File: config.mk
export PLATFORM = sky130hd
export DESIGN_NAME = fetch_sequencer
export DESIGN_NICKNAME = d
export VERILOG_FILES = /design/src/rtl/fetch_sequencer.sv
export SDC_FILE = /design/constraint.sdc
export NUM_CORES = 1
export LEC_CHECK = 0
export ABC_AREA = 1
export BUFFER_PORTS_ARGS = -buffer_cell sky130_fd_sc_hd__buf_4
export CAP_MARGIN = 20
export CORE_ASPECT_RATIO = 1.5
export CORE_MARGIN = 2
export CORE_UTILIZATION = 50
export CTS_CLUSTER_DIAMETER = 120
export CTS_CLUSTER_SIZE = 16
export DETAILED_ROUTE_END_ITERATION = 10
export GPL_ROUTABILITY_DRIVEN = 0
export HOLD_SLACK_MARGIN = 0.02
export PLACE_DENSITY = 0.79
export SLEW_MARGIN = 20
export SYNTH_ARGS = -nofsm -noshare
export SYNTH_HDL_FRONTEND = slang
export SYNTH_SLANG_ARGS = --single-unit
File: constraint.sdc
create_clock -name clk -period 1.6 [get_ports clk]
set_input_delay 0.08 -clock clk [delete_from_list [all_inputs] [get_ports clk]]
set_output_delay 0.08 -clock clk [all_outputs]
set_load 0.005 [all_outputs]
File: src/rtl/fetch_sequencer.sv
// Instruction fetch controller for the Aiva core.
// Reads a 24-bit instruction as three big-endian bytes from byte-wide program memory,
// hands it to the decoder on opcode/op_rdy, and advances pc when the decoder asserts pc_en.
// Optional feature: define FETCH_JUMP_EN to add jmp_valid/jmp_addr, which redirect pc from EXEC.

module fetch_sequencer #(
    parameter int unsigned     PC_W     = 16,
    parameter logic [PC_W-1:0] RESET_PC = '0
) (
    input  logic            clk,
    input  logic            rst,
    input  logic            run,
    output logic            mem_req,
    output logic [PC_W-1:0] mem_addr,
    input  logic            mem_ack,
    input  logic [7:0]      mem_rdata,
    output logic [23:0]     opcode,
    output logic            op_rdy,
    input  logic            pc_en,
`ifdef FETCH_JUMP_EN
    input  logic            jmp_valid,
    input  logic [PC_W-1:0] jmp_addr,
`endif
    output logic [PC_W-1:0] pc,
    output logic            busy
);

    typedef enum logic [2:0] {StIdle, StF0, StF1, StF2, StExec} state_e;

    state_e          state_q, state_d;
    logic [PC_W-1:0] pc_q, pc_d;
    logic [PC_W-1:0] addr_q, addr_d;
    logic [23:0]     opcode_q, opcode_d;
    logic            req_q, req_d;
    logic            rdy_q, rdy_d;
    logic            busy_q, busy_d;

    logic            jump;
    logic [PC_W-1:0] jump_target;

`ifdef FETCH_JUMP_EN
    assign jump        = jmp_valid;
    assign jump_target = jmp_addr;
`else
    assign jump        = 1'b0;
    assign jump_target = '0;
`endif

    // Next-state logic: one byte per acknowledged read, then hold the instruction until released.
    always_comb begin
        state_d  = state_q;
        pc_d     = pc_q;
        addr_d   = addr_q;
        opcode_d = opcode_q;
        req_d    = req_q;
        rdy_d    = rdy_q;
        unique case (state_q)
            StIdle: begin
                if (run) begin
                    state_d = StF0;
                    req_d   = 1'b1;
                    addr_d  = pc_q;
                end
            end
            StF0: begin
                if (mem_ack) begin
                    opcode_d[23:16] = mem_rdata;
                    addr_d          = pc_q + PC_W'(1);
                    state_d         = StF1;
                end
            end
            StF1: begin
                if (mem_ack) begin
                    opcode_d[15:8] = mem_rdata;
                    addr_d         = pc_q + PC_W'(2);
                    state_d        = StF2;
                end
            end
            StF2: begin
                if (mem_ack) begin
                    opcode_d[7:0] = mem_rdata;
                    req_d         = 1'b0;
                    rdy_d         = 1'b1;
                    state_d       = StExec;
                end
            end
            StExec: begin
                // A jump wins over a plain advance when both arrive together.
                if (jump) begin
                    pc_d    = jump_target;
                    addr_d  = jump_target;
                    rdy_d   = 1'b0;
                    req_d   = 1'b1;
                    state_d = StF0;
                end else if (pc_en) begin
                    pc_d    = pc_q + PC_W'(3);
                    addr_d  = pc_q + PC_W'(3);
                    rdy_d   = 1'b0;
                    req_d   = 1'b1;
                    state_d = StF0;
                end
            end
            default: begin
                state_d = StIdle;
                req_d   = 1'b0;
                rdy_d   = 1'b0;
            end
        endcase
        busy_d = (state_d != StIdle);
    end

    // State and output registers; reset discards any partially fetched instruction.
    always_ff @(posedge clk or negedge rst) begin
        if (!rst) begin
            state_q  <= StIdle;
            pc_q     <= RESET_PC;
            addr_q   <= '0;
            opcode_q <= '0;
            req_q    <= 1'b0;
            rdy_q    <= 1'b0;
            busy_q   <= 1'b0;
        end else begin
            state_q  <= state_d;
            pc_q     <= pc_d;
            addr_q   <= addr_d;
            opcode_q <= opcode_d;
            req_q    <= req_d;
            rdy_q    <= rdy_d;
            busy_q   <= busy_d;
        end
    end

    assign mem_req  = req_q;
    assign mem_addr = addr_q;
    assign opcode   = opcode_q;
    assign op_rdy   = rdy_q;
    assign pc       = pc_q;
    assign busy     = busy_q;

endmodule

==> impl.org <==
** Floorplan
- Effective utilization at floorplan :: 51.05%
- Pin placement for this block handled 72 I/O pins.
- The floorplan step set the die height to 108.5 um.
- The core region is 7132 um2.
- Cell Rows :: 38
- Overall die area :: 7995 um2
- In this run the horizontal extent of the chip is about 74 um.

** STA
- Post-Route Skew :: 0.01256 ns
- Setup repair after global routing could not meet its margin everywhere.
- Number of failing setup endpoints in the final timing report :: 2
- Final Max Tran Viols :: 0
- Across all setup checks in the final design, the least slack found is -0.08675 ns.
- At the pin with the least slew margin, the transition time is 0.4435 ns.
- In the finished design, the share of the clock period the worst path needs comes to 105.4%.
- The final hold violation count came to 0.
- Upper clock frequency limit :: 0.5929 GHz
- Total negative setup slack :: -0.1701 ns
- Worst rel slew slack :: 70.43%
- For the finished layout, the period the worst path requires is 1.687 ns.

** Finish
- FILL cells :: 533
- Once layout is complete, the cells apart from fillers number 689.
- The multi-input combinational cells in the finished layout cover a total of just under 2000 um2.
- Final #Nets :: 621
- Measured on the finished design, the core utilization comes to a little under three quarters.
- The number of antenna diodes in the final layout is 0.
- Cells with a size suffix above 1 make up between 30% and 40% of the layout.
- Compared with the post-synthesis result, the final layout area differs by 39.83%.
- The sequential cells in the finished layout cover a total of 1563 um2.

** GRT
- Global routing finished with a remaining overflow of 0.
- The via count of the first global-routing pass was 3751.
- Entering global routing, the biggest net connects 33 pins.
- Global-route wire length before repair :: 17190 um
- Initial antenna violation count :: 0
- GRT Overall Usage :: 28.04%

** Setup path
- Crit path DAT :: 1.92 ns
- Top cell by count, worst path :: sky130_fd_sc_hd__nand2_1
- Setup crit start kind :: flop
- Along the worst path, the maximum fanout reaches 5.
- Worst EP required :: approximately 1.8 ns
- Cell-by-cell listing of the critical path :: inv_2, ha_4, inv_1, nand3_2, nor2_4, nand4_1, nand3_1, nand2_1, o21ai_2, nand2_1
- The startpoint identified for the worst register-to-register timing path is pc[1]$_DFFE_PN0P_.
- Broken down by cell family, the worst path's largest delay share belongs to simple AND/OR/NAND/NOR gates.
- Worst path bufs/invs :: 2
- On the worst path, the slowest cell contributes a delay of 0.43 ns.
- The worst setup path is captured at a flop.
- Number of stages on the worst setup path :: 10
- Worst r2r dst :: mem_addr[14]$_DFFE_PN0P_
- Setup slack on the worst reg-to-reg path comes out at -0.09 ns.
- Depth of the worst register-to-register path :: 10
- The critical path is of the reg -> reg type.
- Critical path origin :: pc[1]$_DFFE_PN0P_
- On the critical path, the stage with the largest delay is an instance of sky130_fd_sc_hd__dfrtp_2.

** Clocking
- Later-pin clock latency in the skew report :: 0.36 ns
- Clock-pin slew was measured on the worst setup and hold paths at approximately 0.070 ns.
- Root Buffer Master :: sky130_fd_sc_hd__clkbuf_8
- In this run, CTS created clock tree buffers numbering 9.
- Htree depth :: 3
- Sinks on Clock Net :: 62
- CTS tree :: done
- No sink is reached through more buffers than the 2 on the longest clock path.

** Drt
- The count of nets left with antenna violations once routing finished came out at 0.
- In the routed design, unresolved DRC markers number 0.
- Final routed wirelength across all metal layers :: 11210 um
- DRC marker count from the first detailed-route iteration :: 334
- Total number of vias :: 3983
- Avg WL per Cell :: 16.26 um
- In the routed layout, each cell is associated on average with a via count of 5.781.
- The first detailed-routing pass took 6 iterations.

** Synthesis
- After synthesis the netlist holds a flip-flop and latch count of 62.
- Biggest area contributors in the synthesized netlist :: sky130_fd_sc_hd__dfrtp_1, sky130_fd_sc_hd__nand2_1, sky130_fd_sc_hd__o21ai_0, sky130_fd_sc_hd__nand3_1, sky130_fd_sc_hd__inv_1
- Combined area of all synthesized cells :: between 3000 and 4000 um2
- Most common library cells after synthesis :: sky130_fd_sc_hd__nand2_1, sky130_fd_sc_hd__dfrtp_1, sky130_fd_sc_hd__o21ai_0
- Fraction of post-synthesis cell area in the top cell type by area :: 42.61%
- The number of nets in the synthesized netlist is 507.
- Number of enable-type register cells in the synthesized netlist :: 0
- For this run, the number of Yosys warnings is 0.
- Fraction of the yosys area taken by sequential cells :: 42.61%
- Dividing the synthesized area by the synthesized cell count gives 7.431 um2.
- Counting distinct cell types in the post-synthesis netlist gives 34.
- Dominant cell by count in the synthesized netlist :: sky130_fd_sc_hd__nand2_1
- Top FF cell, synth :: sky130_fd_sc_hd__dfrtp_1
- Async set or reset register ratio after synthesis :: 100.0%
- In the synthesized netlist, the number of instances is 490.
- Of all cell types, the one taking the most synthesized area is sky130_fd_sc_hd__dfrtp_1.

** Placement
- Placed Cells :: 662
- Port buffering added 71 buffers.
- The HPWL after detailed placement is 7748 um.
- Post-place setup slack :: -0.07052 ns

** Pwr
- VDD sags by at most roughly 1.2 mV.
- PnR Total Power :: 10.35 mW
- Dividing total power by cell area gives a power density of 2034 nW/um2.
- Standby leakage power :: 2.511 nW

** Min path
- Type of the worst min-delay path :: in -> reg
- Hold path depth :: 3
- Destination of the worst hold path :: opcode[9]$_DFFE_PN0P_
- The startpoint identified for the worst hold timing path is mem_rdata[1].

** Status
- The checks that failed: setup timing.
- The flow ran to the end, but the final reports show violations.

** Flow run
- The tool flagged a number of max-cap violations equal to 0.
-- how the worst max path moves through the flow --
stage	end	slack, ns
after floorplan	mem_addr[8]$_DFFE_PN0P_	0.03
after global placement	mem_addr[14]$_DFFE_PN0P_	-0.01
after detailed placement	mem_addr[14]$_DFFE_PN0P_	-0.07
after CTS	mem_addr[14]$_DFFE_PN0P_	-0.02
after global routing	mem_addr[4]$_DFFE_PN0P_	-0.11
final	mem_addr[14]$_DFFE_PN0P_	-0.09
-- layout by cell type, fill, tap and decap left out, types with 11 or more instances in the layout --
| cell type | instances |
|---|---|
| sky130_fd_sc_hd__a21oi_1 | 16 |
| sky130_fd_sc_hd__buf_4 | 106 |
| sky130_fd_sc_hd__clkbuf_8 | 11 |
| sky130_fd_sc_hd__dfrtp_1 | 53 |
| sky130_fd_sc_hd__inv_1 | 43 |
| sky130_fd_sc_hd__nand2_1 | 124 |
| sky130_fd_sc_hd__nand3_1 | 43 |
| sky130_fd_sc_hd__nor2_1 | 20 |
| sky130_fd_sc_hd__nor2_4 | 11 |
| sky130_fd_sc_hd__o21ai_0 | 54 |
| sky130_fd_sc_hd__o21ai_1 | 18 |
-- through the flow --
stage / hold slack [ns] / area, um2
after CTS: 0.02590 / 4843
after floorplan: -0.2156 / 3641
after global placement: 0.05195 / 4472
after detailed placement: 0.05179 / 4472
after global routing: 0.04492 / 5091
final: 0.03722 / 5091
-- metal layers --
layer	vias up	share of wire (%)	track usage (%)
met3	61	6.6	5.778
met1	1863	37	30.12
met5	-	0	0
li1	1851	-	-
met2	208	51	48.28
met4	0	5.5	18.57
-- final cells by class --
type | instances | share of cell area [%]
clock buffer | 11 | 2.974
inverter | 55 | 4.203
multi-input combinational | 359 | 39.03
tap | 80 | 1.966
timing repair buffer | 117 | 18.60
clock inverter | 5 | 2.531
sequential | 62 | 30.70
-- tightest hold or removal path, stage by stage --
cell and delay [ns]:
sky130_fd_sc_hd__buf_4 0.08, sky130_fd_sc_hd__inv_1 0.05, sky130_fd_sc_hd__o21ai_0 0.15
-- flip-flops by register name, indices dropped and copies added (netlist names) --
| name | cells |
|---|---|
| op_rdy | 1 |
| opcode | 24 |
| mem_req | 1 |
| mem_addr | 16 |
| state_q | 3 |
| busy | 1 |
| pc | 16 |
-- logic make-up (layout without fill, tap and decap cells) --
kind of cell,count (synthesis),count (layout),share of synthesized area [%]
xor gates and xnor gates,6,6,1.443
buffers and inverters,69,188,8.625
AOI/OAI and AO/OA,102,102,14.47
adders and majority gates,4,4,1.375
and+or+nand+nor,247,247,31.48
DFF,62,62,42.61
-- power by group --
part | switching (mW) | internal [mW] | total [mW]
Clock | 0.650 | 1.28 | 1.93
Sequential | 0.577 | 2.28 | 2.86
Combinational | 3.01 | 2.55 | 5.57
Total | 4.24 | 6.11 | 10.4
-- repair_timing --
item                                    in CTS  in global routing
hold buffers                                 6                  0
endpoints found under the setup margin      12                 26
pin swaps                                    2                 12
setup buffers                                1                  4
hold endpoints to repair                    38                  0
resized for setup                            9                 61
Note: power is estimated with default switching activity, not from simulation.
